==> src/rtl/lu_pkg.sv <==
// Shared definitions for the logic-unit sweep: FSM states, select codes and
// the truth-table word a correct logic unit should reproduce.
package lu_pkg;

  typedef enum logic [1:0] {
    StIdle = 2'd0,
    StHold = 2'd1,
    StDone = 2'd2
  } lu_state_e;

  localparam logic [1:0] SEL_NOR  = 2'b00;
  localparam logic [1:0] SEL_OR   = 2'b01;
  localparam logic [1:0] SEL_XNOR = 2'b10;
  localparam logic [1:0] SEL_XOR  = 2'b11;

  // Bit i is the correct result for vector index i = {select, a, b}.
  localparam logic [15:0] EXPECTED_WORD = 16'h69E1;

endpackage

==> src/rtl/lu_ref_model.sv <==
// Golden combinational model of the logic unit under test.
module lu_ref_model
  import lu_pkg::*;
(
  input  logic       a,
  input  logic       b,
  input  logic [1:0] select,
  output logic       expected
);

  // Decode the operation code into the reference result bit.
  always_comb begin
    expected = 1'b0;
    unique case (select)
      SEL_NOR:  expected = ~(a | b);
      SEL_OR:   expected = a | b;
      SEL_XNOR: expected = ~(a ^ b);
      SEL_XOR:  expected = a ^ b;
      default:  expected = 1'b0;
    endcase
  end

endmodule

==> src/rtl/lu_sweep.sv <==
// Exhaustive tester for a 2-input, 4-operation logic unit: drives all 16
// {select, a, b} vectors, holds each for SETTLE cycles, captures the result
// and counts mismatches against the reference model.
module lu_sweep
  import lu_pkg::*;
#(
  parameter int unsigned SETTLE = 1
) (
  input  logic        clk,
  input  logic        reset,
  input  logic        start,
  input  logic        lu_out,
  output logic        a,
  output logic        b,
  output logic [1:0]  select,
  output logic        busy,
  output logic        done,
  output logic [15:0] table_word,
  output logic [4:0]  error_count,
  output logic        pass
);

  localparam logic [3:0] SettleLast = 4'(SETTLE - 1);

  lu_state_e   r_state;
  logic [3:0]  r_idx;
  logic [3:0]  r_cnt;
  logic        r_a;
  logic        r_b;
  logic [1:0]  r_select;
  logic        r_busy;
  logic        r_done;
  logic [15:0] r_table;
  logic [4:0]  r_err;
  logic        r_pass;
  logic        w_expected;

  // Reference bit for the vector currently on the operand outputs.
  lu_ref_model u_ref (
    .a        (r_a),
    .b        (r_b),
    .select   (r_select),
    .expected (w_expected)
  );

  // Sweep FSM; all outputs are registered so the logic unit sees clean operands.
  always_ff @(posedge clk) begin
    if (reset) begin
      r_state  <= StIdle;
      r_idx    <= 4'd0;
      r_cnt    <= 4'd0;
      r_a      <= 1'b0;
      r_b      <= 1'b0;
      r_select <= 2'b00;
      r_busy   <= 1'b0;
      r_done   <= 1'b0;
      r_table  <= 16'h0000;
      r_err    <= 5'd0;
      r_pass   <= 1'b0;
    end else begin
      unique case (r_state)
        StIdle: begin
          if (start) begin
            r_table  <= 16'h0000;
            r_err    <= 5'd0;
            r_pass   <= 1'b0;
            r_idx    <= 4'd0;
            r_cnt    <= 4'd0;
            r_a      <= 1'b0;
            r_b      <= 1'b0;
            r_select <= 2'b00;
            r_busy   <= 1'b1;
            r_state  <= StHold;
          end
        end
        StHold: begin
          if (r_cnt == SettleLast) begin
            // Last edge of the settle window: capture and score this vector.
            r_table[r_idx] <= lu_out;
            if (lu_out != w_expected) begin
              r_err <= r_err + 5'd1;
            end
            r_cnt <= 4'd0;
            if (r_idx != 4'd15) begin
              r_idx                   <= r_idx + 4'd1;
              {r_select, r_a, r_b}    <= r_idx + 4'd1;
            end else begin
              {r_select, r_a, r_b}    <= 4'd0;
              r_busy                  <= 1'b0;
              r_done                  <= 1'b1;
              r_state                 <= StDone;
            end
          end else begin
            r_cnt <= r_cnt + 4'd1;
          end
        end
        StDone: begin
          r_done  <= 1'b0;
          r_pass  <= (r_err == 5'd0);
          r_state <= StIdle;
        end
        default: r_state <= StIdle;
      endcase
    end
  end

  assign a           = r_a;
  assign b           = r_b;
  assign select      = r_select;
  assign busy        = r_busy;
  assign done        = r_done;
  assign table_word  = r_table;
  assign error_count = r_err;
  assign pass        = r_pass;

endmodule
==> config.mk <==
export PLATFORM = sky130hd
export DESIGN_NAME = lu_sweep
export DESIGN_NICKNAME = d
export VERILOG_FILES = /design/src/rtl/lu_pkg.sv /design/src/rtl/lu_ref_model.sv /design/src/rtl/lu_sweep.sv
export SDC_FILE = /design/constraint.sdc
export NUM_CORES = 1
export LEC_CHECK = 0
export CAP_MARGIN = 20
export CORE_MARGIN = 2
export CORE_UTILIZATION = 35
export DETAILED_ROUTE_END_ITERATION = 8
export HOLD_SLACK_MARGIN = 0.15
export PLACE_DENSITY_LB_ADDON = 0.05
export SLEW_MARGIN = 20
export SYNTH_ARGS = -nofsm -noshare
export SYNTH_HDL_FRONTEND = slang
export SYNTH_HIERARCHICAL = 1
export SYNTH_SLANG_ARGS = --single-unit
export TNS_END_PERCENT = 30
==> constraint.sdc <==
create_clock -name clk -period 2.72 [get_ports clk]
set_clock_uncertainty 0.1 [all_clocks]
set_input_delay 0.544 -clock clk [delete_from_list [all_inputs] [get_ports clk]]
set_output_delay 0.544 -clock clk [all_outputs]
set_load 0.1 [all_outputs]
# Yosys cells after proc, flatten, opt, wreduce, memory -nomap -nowiden
# Cells that the tools add are included.
# word_totals
in_bits	4
word_cells	88
ff_bits	38
# classes
muxes	40
add_sub_neg	3
n_bitwise	4
n_lt_le_gt_ge	2
n_eq_ne	12
reduce_logical	16
# ops
operator	n
2-to-1 mux 16 bit	2
case mux 16 bit (2 select lines)	1
bitwise mux 16 bit	1
2-to-1 mux 4 bit	4
case mux 4 bit (2 select lines)	2
2-to-1 mux 5 bit	3
2-to-1 mux 2 bit	6
AND reduction 4 bit	3
2-to-1 mux 1 bit	11
!= test 2 bit (second input constant)	5
case mux 1 bit (2 select lines)	5
case mux 5 bit (2 select lines)	1
AND reduction 3 bit	3
adder 4 x 1 -> 4 bit (second input constant)	2
case mux 2 bit (2 select lines)	2
equality test 2 bit (second input constant)	3
nonzero test 2 bit	3
adder 5 x 1 -> 5 bit (second input constant)	1
logical NOT 5 bit	1
less-than comparator 4 x 5 -> 1 bit (second input constant)	1
demux 1 bit (select 4 bit)	1
equality test 2 x 1 -> 1 bit (second input constant)	2
greater-or-equal comparator 4 x 1 -> 1 bit (second input constant)	1
logical NOT 2 bit	2
9 further kinds	11

# Longest topological paths before layout
# Gate-level depths: netlist (run 1).
# logic_depth
depth_word	7
depth_mapped	9
depth_no_buf	9

# Cells and area by module
# The synthesis (run 1) kept the hierarchy.
# modules_own_cells
module	seq_area_each_um2	cells_per_inst	area_per_inst_um2	n_inst
lu_sweep	760.7	214	1813.0	1
lu_ref_model	0.0	6	42.5	1

# Worst setup path before layout (run 1)
# OpenSTA, ideal clock, no wires.
# synth_path
kind	register -> register
startpoint	register r_a, in the netlist a
endpoint	register r_err[4], in the netlist error_count[4]
t_required_ns	2.546
n_path_buf	0
path_stages_with_launch	10
arrival_ns	2.649
slack_ns	-0.103
synth_period_minus_slack_ns	2.823
cell_sequence	dfxtp_1 inv_1 ha_1 inv_1 mux2i_1 xnor2_1 xor2_1 nand4_1 or3_1 o21ai_0
# synth_between
elab_chain_len	6
elab_cells_between_ends	8
cone_classes	eq/ne: 2; mux: 1; bitwise: 4; reduce/logical: 1
# synth_lines
element	line_no	text
from (decl)	lu_sweep.sv:28	logic r_a;
from (signal assigned)	lu_sweep.sv:86	{r_select, r_a, r_b} <= r_idx + 4'd1;
bitwise XOR 1 bit / bitwise OR 1 bit (equally long branches)	--	
inverter 1 bit, on equally long branches	lu_ref_model.sv:17, lu_ref_model.sv:15	
case mux 1 bit (4 select lines) *	lu_ref_model.sv:14	unique case (select)
via w_expected	lu_sweep.sv:36	logic w_expected;
!= test 1 bit *	lu_sweep.sv:80	if (lu_out != w_expected) begin
!= test 2 bit (no line) *	--	
AND reduction 4 bit (no line) *	--	
to (signal assigned)	lu_sweep.sv:81	r_err <= r_err + 5'd1;
to (decl)	lu_sweep.sv:34	logic [4:0] r_err;
# Mark *: on every way through the listed nets, which the timed path passes. The rest lies on a longest branch.
# A chain may end at the register's enable or synchronous reset.

# Worst setup path after layout (run 1)
# Same ends and word-level chain as after synthesis.

==> impl_metrics.prom, run 1 <==
# TYPE chip_impl_metric gauge
chip_impl_metric{name="ioPinCount",unit=""} 32
chip_impl_info{name="critical_path.startpoint_type",value="register"} 1
chip_impl_metric{name="worst-path-max-fanout",unit=""} 8
chip_impl_metric{name="synth.cell_area",unit="sq um"} 1860
chip_impl_metric{name="synth.net_count",unit=""} 233
chip_impl_metric{name="setup_total_negative_slack",unit="ps"} 0
chip_impl_metric{name="port-buffer-count",unit=""} 31
chip_impl_info{name="synth_ff_type",value="dfxtp_1"} 1
chip_impl_metric{name="postCtsSetupBuffers",unit=""} 0
chip_impl_metric{name="total_die_area",unit="sq um"} 5900
chip_impl_metric{name="place.gp.congestion",unit=""} 0.764
chip_impl_metric{name="fp.coreArea",unit="sq um"} 5110
chip_impl_metric{name="power.total",unit="mW"} 1.34
chip_impl_metric{name="nets",unit=""} 268
chip_impl_metric{name="antenna_violating_nets_post_route",unit=""} 0
chip_impl_metric{name="final-hold-violation-count",unit=""} 0
chip_impl_metric{name="post_synth.cell_area_avg",unit="sq um"} 8.43
chip_impl_metric{name="synthArstFlopShare",unit="%"} 0
chip_impl_metric{name="clk_latency",unit="ps"} 290
chip_impl_info{name="tritoncts",value="yes"} 1
chip_impl_metric{name="number_of_enable_type_register_cells_in_the_synthesized_netlist",unit=""} 0
chip_impl_metric{name="regToRegSetupSlack",unit="ps"} 570
chip_impl_metric{name="tightestPinTransition",unit="ps"} 521
chip_impl_info{name="ys_top_cells_by_area",value="dfxtp_1 41%, a21oi_1 6.7%, o21ai_0 6.5%"} 1
chip_impl_metric{name="first_global_vias",unit=""} 1597
chip_impl_info{name="yosys_top_cell_by_area",value="dfxtp_1"} 1
chip_impl_info{name="status",value="finished, final reports clean"} 1
chip_impl_info{name="clk_root_buffer_cell",value="clkbuf_8"} 1
chip_impl_metric{name="clock_path_buffers",unit=""} 2
chip_impl_metric{name="die_w",unit="um"} 76.8
chip_impl_metric{name="timing.critical_path.arrival",unit="ps"} 2270
chip_impl_metric{name="seq_area_frac_synth",unit="%"} 41.0
chip_impl_info{name="synth.cells.most_frequent",value="38 x dfxtp_1, 25 x a21oi_1, 24 x o21ai_0"} 1
chip_impl_metric{name="ys.warnings.count",unit=""} 6
chip_impl_metric{name="ys_ff_latch",unit=""} 38
chip_impl_info{name="critPathKind",value="register to register"} 1
chip_impl_metric{name="timing.max_cap.violations",unit=""} 0
chip_impl_metric{name="hpwl",unit="um"} 3340
chip_impl_metric{name="numClockSinks",unit=""} 38
chip_impl_metric{name="netlist.area_leader.share",unit="%"} 41.0
chip_impl_metric{name="wl_per_cell",unit="um"} 14.1
chip_impl_metric{name="power-per-cell-area",unit="nW/um^2"} 571
chip_impl_metric{name="avgViaCountPerCell",unit=""} 5.16
chip_impl_metric{name="grt_start_max_net_pins",unit=""} 22
chip_impl_metric{name="layout-drive-gt1-share",unit="%"} 21.1
chip_impl_metric{name="num_vias",unit=""} 1681
chip_impl_metric{name="holdBufCountCts",unit=""} 0
chip_impl_metric{name="drc",unit=""} 0
chip_impl_info{name="yosysMostFrequentCell",value="dfxtp_1"} 1
chip_impl_metric{name="num-fill-cells",unit=""} 537
chip_impl_metric{name="timing.slew.headroom",unit="%"} 65.2
chip_impl_metric{name="setup_viol",unit=""} 0
chip_impl_metric{name="insertedDiodeCount",unit=""} 0
chip_impl_metric{name="htreeDepth",unit=""} 2
chip_impl_metric{name="syn_to_final_growth",unit="%"} 26.3
chip_impl_metric{name="clk_pin_slew_worst_paths",unit="ps"} 70
chip_impl_metric{name="post-route-min-period",unit="ps"} 2150
chip_impl_metric{name="die_h",unit="um"} 76.8
chip_impl_metric{name="synth_instances",unit=""} 220
chip_impl_metric{name="timing.critical_path.required",unit="ps"} 2840
chip_impl_metric{name="cells_resized_by_post_cts_repair",unit=""} 0
chip_impl_metric{name="fmax",unit="GHz"} 0.466
chip_impl_metric{name="ir_worst_vdd",unit="V"} 0.000237
chip_impl_info{name="cp-end-kind",value="register"} 1
chip_impl_metric{name="grt_first_pass_wirelength",unit="um"} 7880
chip_impl_metric{name="drtIter0Drc",unit=""} 64
chip_impl_info{name="timing.hold.worst.class",value="register to register"} 1
chip_impl_metric{name="first_pass_iteration_count_of_the_detailed_router",unit=""} 5
chip_impl_metric{name="gr-total-overflow",unit=""} 0
chip_impl_metric{name="cts_buffers",unit=""} 5
chip_impl_metric{name="wl",unit="um"} 4590
chip_impl_metric{name="min_period_over_period",unit="%"} 78.9
chip_impl_metric{name="leakage",unit="nW"} 0.975
chip_impl_metric{name="total_grt_usage",unit="%"} 16.7
chip_impl_metric{name="yosys.cell_types.count",unit=""} 40
chip_impl_metric{name="antenna_violations_before_repair",unit=""} 0
chip_impl_metric{name="std_cell_rows",unit=""} 26
chip_impl_info{name="unrepaired_setup_endpoints_after_global_routing",value="no"} 1
chip_impl_metric{name="slew_violations",unit=""} 0
chip_impl_metric{name="initial_cell_density_of_the_core",unit="%"} 36.3
report_power, final:
group | switching (mW) | internal, mW | total [mW]
Combinational | 0.112 | 0.0496 | 0.161
Sequential | 0.0107 | 0.566 | 0.576
Clock | 0.210 | 0.391 | 0.601
Total | 0.332 | 1.01 | 1.34
cell usage in the layout (no fill, tap or decap), types with 3 or more instances in the layout:
| cell type | Yosys | routed |
|---|---|---|
| dfxtp_1 | 38 | 36 |
| inv_1 | 13 | 13 |
| o21ai_0 | 24 | 24 |
| nor2b_1 | 5 | 5 |
| a21o_1 | 4 | 4 |
| a31oi_1 | 4 | 4 |
| nand2_1 | 8 | 8 |
| clkdlybuf4s50_1 | 0 | 3 |
| o21ai_1 | 15 | 15 |
| ha_1 | 9 | 9 |
| buf_4 | 2 | 36 |
| xor2_1 | 3 | 3 |
| a21oi_1 | 25 | 25 |
| nor3_1 | 3 | 3 |
| nand3_1 | 5 | 5 |
| clkbuf_8 | 0 | 6 |
| nand2b_1 | 6 | 6 |
| a22oi_1 | 3 | 3 |
| nor2_1 | 15 | 15 |
worst max-delay path, cell delays in order, from the launching register on:
cell and delay (ps):
dfxtp_2 340, inv_1 40, ha_1 260, inv_1 30
mux2i_1 250, xnor2_1 180, xor2_1 160, buf_4 170
nand4_1 120, or3_1 350, o21ai_0 70
stage by stage:
stage / worst slack (ps) / cell area, sq um / hold WS, ps / std cells / util (%)
after floorplan: 169 / 1860 / 401 / 220 / -
after global placement: 430 / 2200 / 350 / 318 / 43.1
after detailed placement: 451 / 2200 / 348 / 318 / 43.1
after CTS: 557 / 2340 / 366 / 326 / 45.9
after global routing: 402 / 2340 / 396 / 326 / 45.9
final: 575 / 2340 / 364 / 326 / 45.9
final cells by class:
cell class	count	area, sq um	share of cell area, %
Clock buffer	6	82.6	3.52
Sequential cell	38	763	32.6
Clock inverter	2	60.1	2.56
Inverter	13	48.8	2.08
Multi-Input combinational cell	158	1000	42.7
Tap cell	70	87.6	3.74
Timing Repair Buffer	39	300	12.8
layer usage:
metal | up-vias | GRT usage, % | part of all wire [%]
li1 | 858 | - | -
met2 | 38 | 26.5 | 45
met4 | 0 | 5.45 | 1.2
met3 | 6 | 4.24 | 3.2
met1 | 779 | 22.2 | 50
met5 | - | 0 | 0
sequential cells by signal (all words and copies together) (netlist names):
| register | flops |
|---|---|
| select | 2 |
| error_count | 5 |
| table_word | 16 |
| r_idx | 4 |
| r_state | 2 |
| b | 1 |
| busy | 1 |
| pass | 1 |
| r_cnt | 4 |
| a | 1 |
| done | 1 |
kinds of logic (layout without fill, tap and decap cells):
| logic type | count (synthesis) | after routing | synth area share (%) |
|---|---|---|---|
| buf+inv | 24 | 60 | 5.33 |
| mux | 2 | 2 | 1.15 |
| xor+xnor | 4 | 4 | 1.89 |
| simple gates | 58 | 58 | 18.6 |
| fa+ha+maj | 9 | 9 | 6.07 |
| compound gates | 85 | 85 | 26.0 |
| flops | 38 | 38 | 41.0 |
path summary, 6_finish.rpt:
check                        end  cells past startpoint  start
hold reg to reg                b                      1      b
hold / removal                 b                      1      b
setup / recovery  error_count[4]                     10      a
setup reg to reg  error_count[4]                     10      a
Note: power is estimated with default switching activity, not from simulation.
==> run 2, diff against run 1 <==
Clock period 2.72 ns to 1.72 ns, I/O delays scaled along.
==> run 2 against run 1 <==
Net effect: the run now ends with negative setup slack left; cell area is 35% higher; via count grew 9.7%; count of clock-buffer cells in the layout is the same; sequential share of layout area fell by 8.2 points; critical endpoint is now error_count[3].
==> impl_metrics.prom, run 2 (synthesized netlist as in run 1, its figures left out) <==
# TYPE chip_impl_metric gauge
chip_impl_metric{name="worst-path-max-fanout",unit=""} 4
chip_impl_metric{name="final_critical_path_setup_slack",unit="ps"} -244
chip_impl_metric{name="leakage",unit="nW"} 1.31
chip_impl_metric{name="wl_per_cell",unit="um"} 14.9
chip_impl_info{name="crit-reg2reg-launch",value="a"} 1
chip_impl_metric{name="power-per-cell-area",unit="nW/um^2"} 667
chip_impl_metric{name="clk_latency",unit="ps"} 300
chip_impl_metric{name="timing.critical_path.required",unit="ps"} 1860
chip_impl_info{name="tritoncts",value="yes"} 1
chip_impl_info{name="reg2reg_to",value="error_count[3]"} 1
chip_impl_metric{name="regToRegSetupSlack",unit="ps"} -240
chip_impl_metric{name="cts_buffers",unit=""} 5
chip_impl_metric{name="fp.coreArea",unit="sq um"} 5110
chip_impl_metric{name="power.total",unit="mW"} 2.11
chip_impl_info{name="worst_path_max_delay_cell",value="dfxtp_4"} 1
chip_impl_metric{name="numClockSinks",unit=""} 38
chip_impl_metric{name="syn_to_final_growth",unit="%"} 70.6
chip_impl_metric{name="tightestPinTransition",unit="ps"} 572
chip_impl_metric{name="post-route-min-period",unit="ps"} 1960
chip_impl_metric{name="die_h",unit="um"} 76.8
chip_impl_metric{name="wl",unit="um"} 5370
chip_impl_metric{name="die_w",unit="um"} 76.8
chip_impl_metric{name="layout-drive-gt1-share",unit="%"} 43.1
chip_impl_metric{name="total_switching_power",unit="mW"} 0.582
chip_impl_metric{name="htreeDepth",unit=""} 2
chip_impl_metric{name="ioPinCount",unit=""} 32
chip_impl_metric{name="gr-total-overflow",unit=""} 0
chip_impl_metric{name="total_die_area",unit="sq um"} 5900
chip_impl_metric{name="ir_worst_vdd",unit="V"} 0.000381
chip_impl_info{name="worstSetupStartpoint",value="a"} 1
chip_impl_metric{name="num-fill-cells",unit=""} 455
chip_impl_info{name="top_library_cells_by_usage_in_the_layout_fill_and_taps_aside",value="38 x buf_4, 33 x dfxtp_1, 28 x buf_12, 23 x a21oi_1, 15 x o21ai_0"} 1
chip_impl_info{name="violations",value="negative setup slack"} 1
chip_impl_metric{name="port-buffer-count",unit=""} 31
chip_impl_info{name="endpoint",value="error_count[3]"} 1
chip_impl_metric{name="grt_first_pass_wirelength",unit="um"} 8950
chip_impl_info{name="clk_root_buffer_cell",value="clkbuf_8"} 1
chip_impl_metric{name="first_pass_iteration_count_of_the_detailed_router",unit=""} 5
chip_impl_metric{name="holdBufCountCts",unit=""} 0
chip_impl_info{name="status",value="complete, but fails checks"} 1
chip_impl_info{name="timing.hold.worst.class",value="register to register"} 1
chip_impl_metric{name="nets",unit=""} 303
chip_impl_metric{name="antenna_violating_nets_post_route",unit=""} 0
chip_impl_info{name="critPathKind",value="register to register"} 1
chip_impl_metric{name="setup_total_negative_slack",unit="ps"} -2930
chip_impl_metric{name="setup_viol",unit=""} 24
chip_impl_metric{name="timing.critical_path.arrival",unit="ps"} 2100
chip_impl_metric{name="hpwl",unit="um"} 3640
chip_impl_info{name="unrepaired_setup_endpoints_after_global_routing",value="yes"} 1
chip_impl_metric{name="final-hold-violation-count",unit=""} 0
chip_impl_metric{name="avgViaCountPerCell",unit=""} 5.12
chip_impl_metric{name="fmax",unit="GHz"} 0.509
chip_impl_info{name="critical_path.startpoint_type",value="register"} 1
chip_impl_metric{name="comb_power_share",unit="%"} 19.0
chip_impl_metric{name="cellInternalPower",unit="mW"} 1.53
chip_impl_metric{name="clk_pin_slew_worst_paths",unit="ps"} 80
chip_impl_metric{name="initial_cell_density_of_the_core",unit="%"} 36.3
chip_impl_metric{name="worstPathBufferInverterCount",unit=""} 2
chip_impl_metric{name="clock_path_buffers",unit=""} 2
chip_impl_metric{name="slew_violations",unit=""} 0
chip_impl_metric{name="place.gp.congestion",unit=""} 0.792
chip_impl_metric{name="insertedDiodeCount",unit=""} 0
chip_impl_info{name="timing.critical_path.cells",value="inv_4 > ha_4 > inv_2 > mux2i_4 > xnor2_2 > xor2_2 > nand4_1 > or3_1 > o21ai_1"} 1
chip_impl_metric{name="grt_start_max_net_pins",unit=""} 17
chip_impl_metric{name="crit_cells",unit=""} 9
chip_impl_metric{name="drc",unit=""} 0
chip_impl_metric{name="timing.max_cap.violations",unit=""} 0
chip_impl_metric{name="sequentialPowerShare",unit="%"} 43.0
chip_impl_info{name="cp-end-kind",value="register"} 1
chip_impl_metric{name="timing.slew.headroom",unit="%"} 61.7
chip_impl_metric{name="drtIter0Drc",unit=""} 70
chip_impl_metric{name="min_period_over_period",unit="%"} 114
chip_impl_metric{name="std_cell_rows",unit=""} 26
chip_impl_metric{name="hold_slack",unit="ps"} 402
chip_impl_metric{name="max_stage_delay",unit="ps"} 360
chip_impl_metric{name="first_global_vias",unit=""} 1863
chip_impl_metric{name="largest_register_ffs",unit=""} 16
chip_impl_metric{name="reg2regPathDepth",unit=""} 9
chip_impl_metric{name="power.share.clock",unit="%"} 38.0
chip_impl_metric{name="num_vias",unit=""} 1844
chip_impl_metric{name="power.switching_fraction",unit="%"} 27.6
chip_impl_metric{name="total_grt_usage",unit="%"} 19.1
chip_impl_metric{name="antenna_violations_before_repair",unit=""} 0
chip_impl_info{name="worst_path_dominant_cell_family",value="simple AND/OR/NAND/NOR gates"} 1
chip_impl_info{name="layout.cells.most_common",value="buf_4"} 1
-- run 2: worst min path at each step --
stage	startpoint	endpoint	slack, ps	cells after the start
floorplan	r_cnt[2]	r_cnt[2]	400	2
detailed placement	table_word[1]	table_word[1]	400	2
global placement	table_word[14]	table_word[14]	400	2
CTS	table_word[1]	table_word[1]	410	2
global route	table_word[10]	table_word[10]	420	2
finish	table_word[1]	table_word[1]	400	2
-- run 2: what timing repair did --
item,in CTS,in global routing
gates resized for setup,40,17
endpoints found under the setup margin,31,33
cloned,1,0
pin swaps,20,14
setup buffers,5,2
-- run 2: per-stage QoR --
step	setup slack (ps)	cells	utilization (%)	cell area, sq um
after global routing	-341	360	62.0	3170
after detailed placement	-489	345	54.3	2780
after floorplan	-510	220	-	1870
after global placement	-788	345	54.2	2770
final	-244	360	62.0	3170
after CTS	-283	358	60.2	3080
-- run 2: per-layer routing --
layer	part of all wire [%]	global-route usage, %
met1	46	24.9
met3	4.4	5.29
met2	48	30.6
met4	0.93	6.00
met5	0	0
-- run 2: power by group through the flow --
stage | Clock (mW) | Sequential (mW) | Combinational [mW]
3_5_place_dp | 0 | 0.930 | 0.327
4_1_cts | 0.811 | 0.909 | 0.375
6_report | 0.802 | 0.909 | 0.401
2_1_floorplan | 0 | 0.997 | 0.118
5_1_grt | 0.851 | 0.912 | 0.427
3_3_place_gp | 0 | 0.929 | 0.322
-- run 2: worst register-to-register path, stage by stage, from the launching register on --
cell	delay (ps)
dfxtp_4	360
inv_4	40
ha_4	250
inv_2	40
mux2i_4	180
xnor2_2	170
xor2_2	220
nand4_1	160
or3_1	330
o21ai_1	70
-- run 2: final cells by class --
type / count / area, sq um / share of cell area (%)
Sequential cell: 38 / 772 / 24.4
Timing Repair Buffer: 73 / 923 / 29.2
Multi-Input combinational cell: 159 / 1220 / 38.5
Clock buffer: 6 / 82.6 / 2.61
Tap cell: 70 / 87.6 / 2.77
Clock inverter: 1 / 30.0 / 0.949
Inverter: 13 / 51.3 / 1.62
==> run 3, diff against run 2 <==
Settings changed: TNS_END_PERCENT 30 to 5.
==> run 3 against run 2 <==
Net effect: first-iteration DRC count is 19% higher; critical path depth rose by 1; count of clock-buffer cells in the layout unchanged; final cell count fell by 1.7%; the flow still finishes with violations (negative setup slack); largest cell class unchanged; maximum frequency grew 2.2%; combinational power shrank 13%; routed wire length fell by 10%; core utilization shrank 3.9 points; die area unchanged; global-route usage fell by 1.5 points.
==> impl_metrics.prom, run 3 (synthesized netlist as in run 1, its figures left out) <==
# TYPE chip_impl_metric gauge
chip_impl_metric{name="antenna_violations_before_repair",unit=""} 0
chip_impl_metric{name="die_h",unit="um"} 76.8
chip_impl_metric{name="final_critical_path_setup_slack",unit="ps"} -200
chip_impl_metric{name="placed_area",unit="sq um"} 2770
chip_impl_metric{name="holdBufCountCts",unit=""} 0
chip_impl_metric{name="std_cell_rows",unit=""} 26
chip_impl_metric{name="worst-path-max-fanout",unit=""} 4
chip_impl_metric{name="place.gp.congestion",unit=""} 0.800
chip_impl_metric{name="gr-total-overflow",unit=""} 0
chip_impl_metric{name="tightestPinTransition",unit="ps"} 375
chip_impl_metric{name="num_vias",unit=""} 1766
chip_impl_info{name="worstSetupStartpoint",value="b"} 1
chip_impl_metric{name="finalCoreUtilization",unit="%"} 58.1
chip_impl_info{name="clk_root_buffer_cell",value="clkbuf_8"} 1
chip_impl_metric{name="antenna_violating_nets_post_route",unit=""} 0
chip_impl_metric{name="first_global_vias",unit=""} 1756
chip_impl_metric{name="drc",unit=""} 0
chip_impl_metric{name="total_grt_usage",unit="%"} 17.6
chip_impl_metric{name="hpwl",unit="um"} 3540
chip_impl_metric{name="avgViaCountPerCell",unit=""} 4.99
chip_impl_info{name="crit-reg2reg-launch",value="b"} 1
chip_impl_metric{name="fmax",unit="GHz"} 0.521
chip_impl_metric{name="post-route-min-period",unit="ps"} 1920
chip_impl_metric{name="grt_start_max_net_pins",unit=""} 19
chip_impl_metric{name="min_delay_path_depth",unit=""} 2
chip_impl_metric{name="grt_first_pass_wirelength",unit="um"} 8380
chip_impl_metric{name="clock_path_buffers",unit=""} 2
chip_impl_metric{name="leakage",unit="nW"} 1.20
chip_impl_info{name="hp-start",value="table_word[6]"} 1
chip_impl_metric{name="initial_cell_density_of_the_core",unit="%"} 36.3
chip_impl_metric{name="first_pass_iteration_count_of_the_detailed_router",unit=""} 4
chip_impl_info{name="critPathKind",value="register to register"} 1
chip_impl_metric{name="nets",unit=""} 296
chip_impl_info{name="top_library_cells_by_usage_in_the_layout_fill_and_taps_aside",value="34 x dfxtp_1, 34 x buf_4, 28 x buf_12, 24 x a21oi_1, 21 x o21ai_1"} 1
chip_impl_metric{name="die_w",unit="um"} 76.8
chip_impl_info{name="timing.hold.worst.class",value="register to register"} 1
chip_impl_metric{name="min_period_over_period",unit="%"} 112
chip_impl_metric{name="syn_to_final_growth",unit="%"} 59.8
chip_impl_info{name="cp-end-kind",value="register"} 1
chip_impl_metric{name="finish.instance_area",unit="sq um"} 2970
chip_impl_metric{name="htreeDepth",unit=""} 2
chip_impl_metric{name="timing.max_cap.violations",unit=""} 0
chip_impl_metric{name="drtIter0Drc",unit=""} 83
chip_impl_metric{name="timing.critical_path.arrival",unit="ps"} 2040
chip_impl_metric{name="ir_worst_vdd",unit="V"} 0.000506
chip_impl_metric{name="layout-drive-gt1-share",unit="%"} 34.2
chip_impl_metric{name="slew_violations",unit=""} 0
chip_impl_metric{name="power-per-cell-area",unit="nW/um^2"} 665
chip_impl_metric{name="numClockSinks",unit=""} 38
chip_impl_info{name="unrepaired_setup_endpoints_after_global_routing",value="yes"} 1
chip_impl_metric{name="wl_per_cell",unit="um"} 13.6
chip_impl_metric{name="largest_register_ffs",unit=""} 16
chip_impl_info{name="violations",value="negative setup slack"} 1
chip_impl_metric{name="reg2regPathDepth",unit=""} 10
chip_impl_metric{name="clk_pin_slew_worst_paths",unit="ps"} 80
chip_impl_metric{name="cts_buffers",unit=""} 5
chip_impl_metric{name="total_die_area",unit="sq um"} 5900
chip_impl_metric{name="timing.slew.headroom",unit="%"} 75.0
chip_impl_metric{name="timing.critical_path.required",unit="ps"} 1840
chip_impl_metric{name="setup_viol",unit=""} 21
chip_impl_info{name="critical_path.startpoint_type",value="register"} 1
chip_impl_info{name="status",value="complete, but fails checks"} 1
chip_impl_metric{name="insertedDiodeCount",unit=""} 0
chip_impl_metric{name="port-buffer-count",unit=""} 31
chip_impl_metric{name="ioPinCount",unit=""} 32
chip_impl_metric{name="final-hold-violation-count",unit=""} 0
chip_impl_metric{name="power.total",unit="mW"} 1.97
chip_impl_info{name="tritoncts",value="yes"} 1
chip_impl_metric{name="clk_latency",unit="ps"} 300
chip_impl_metric{name="hold_slack",unit="ps"} 406
chip_impl_metric{name="wl",unit="um"} 4820
chip_impl_metric{name="fp.coreArea",unit="sq um"} 5110
## run 3: changes by cell type in the layout (fill, tap and decap cells not counted), moves of 3 or more
cell     delta
nand2_1     +4
o21ai_2    -10
o21ai_1     +7
o21ai_0     +3
buf_4       -4
nand2_4     -4
## run 3: layout make-up
type                            instances  area [sq um]
Clock inverter                          2          10.0
Sequential cell                        38           771
Clock buffer                            6          93.8
Fill cell                             471          2140
Inverter                               13          48.8
Tap cell                               70          87.6
Timing Repair Buffer                   67           868
Multi-Input combinational cell        158          1090
## run 3: final timing paths
| check | end | slack [ps] |
|---|---|---|
| setup / recovery | error_count[2] | -200 |
| hold / removal | table_word[6] | 410 |
| setup reg to reg | error_count[2] | -200 |
| hold reg to reg | table_word[6] | 410 |
## run 3: what timing repair did
action                     CTS  global route
setup endpoints to repair   26            29
gates cloned                 0             0
pin swaps                    6             4
buffers inserted             1             0
gates resized for setup     15            10
## run 3: through the flow
step / TNS (ps) / setup slack (ps) / cells
floorplan: -2460 / -540 / 220
global placement: -6170 / -347 / 345
detailed placement: -5830 / -420 / 345
CTS: -2620 / -196 / 354
global route: -4600 / -322 / 354
finish: -2340 / -200 / 354
## run 3: power breakdown
part           internal (mW)  switching [mW]  total, mW
Combinational          0.149           0.201      0.350
Clock                  0.369           0.342      0.711
Sequential             0.893          0.0170      0.909
## run 3: critical path, cell delays in order (launching register included)
cell,delay (ps)
dfxtp_4,350
inv_2,40
ha_4,250
inv_2,30
mux2i_4,170
xnor2_2,100
xor2_2,200
buf_4,160
o21ai_1,130
a21oi_1,90
a211oi_1,210
## run 3: layer usage
| layer | global-route usage [%] | vias to the layer above | wire [um] |
|---|---|---|---|
| met5 | 0 | - | 0 |
| met4 | 4.91 | 0 | 49 |
| met3 | 4.00 | 6 | 146 |
| met2 | 30.4 | 30 | 2430 |
| met1 | 22.0 | 816 | 2200 |
| li1 | - | 914 | - |
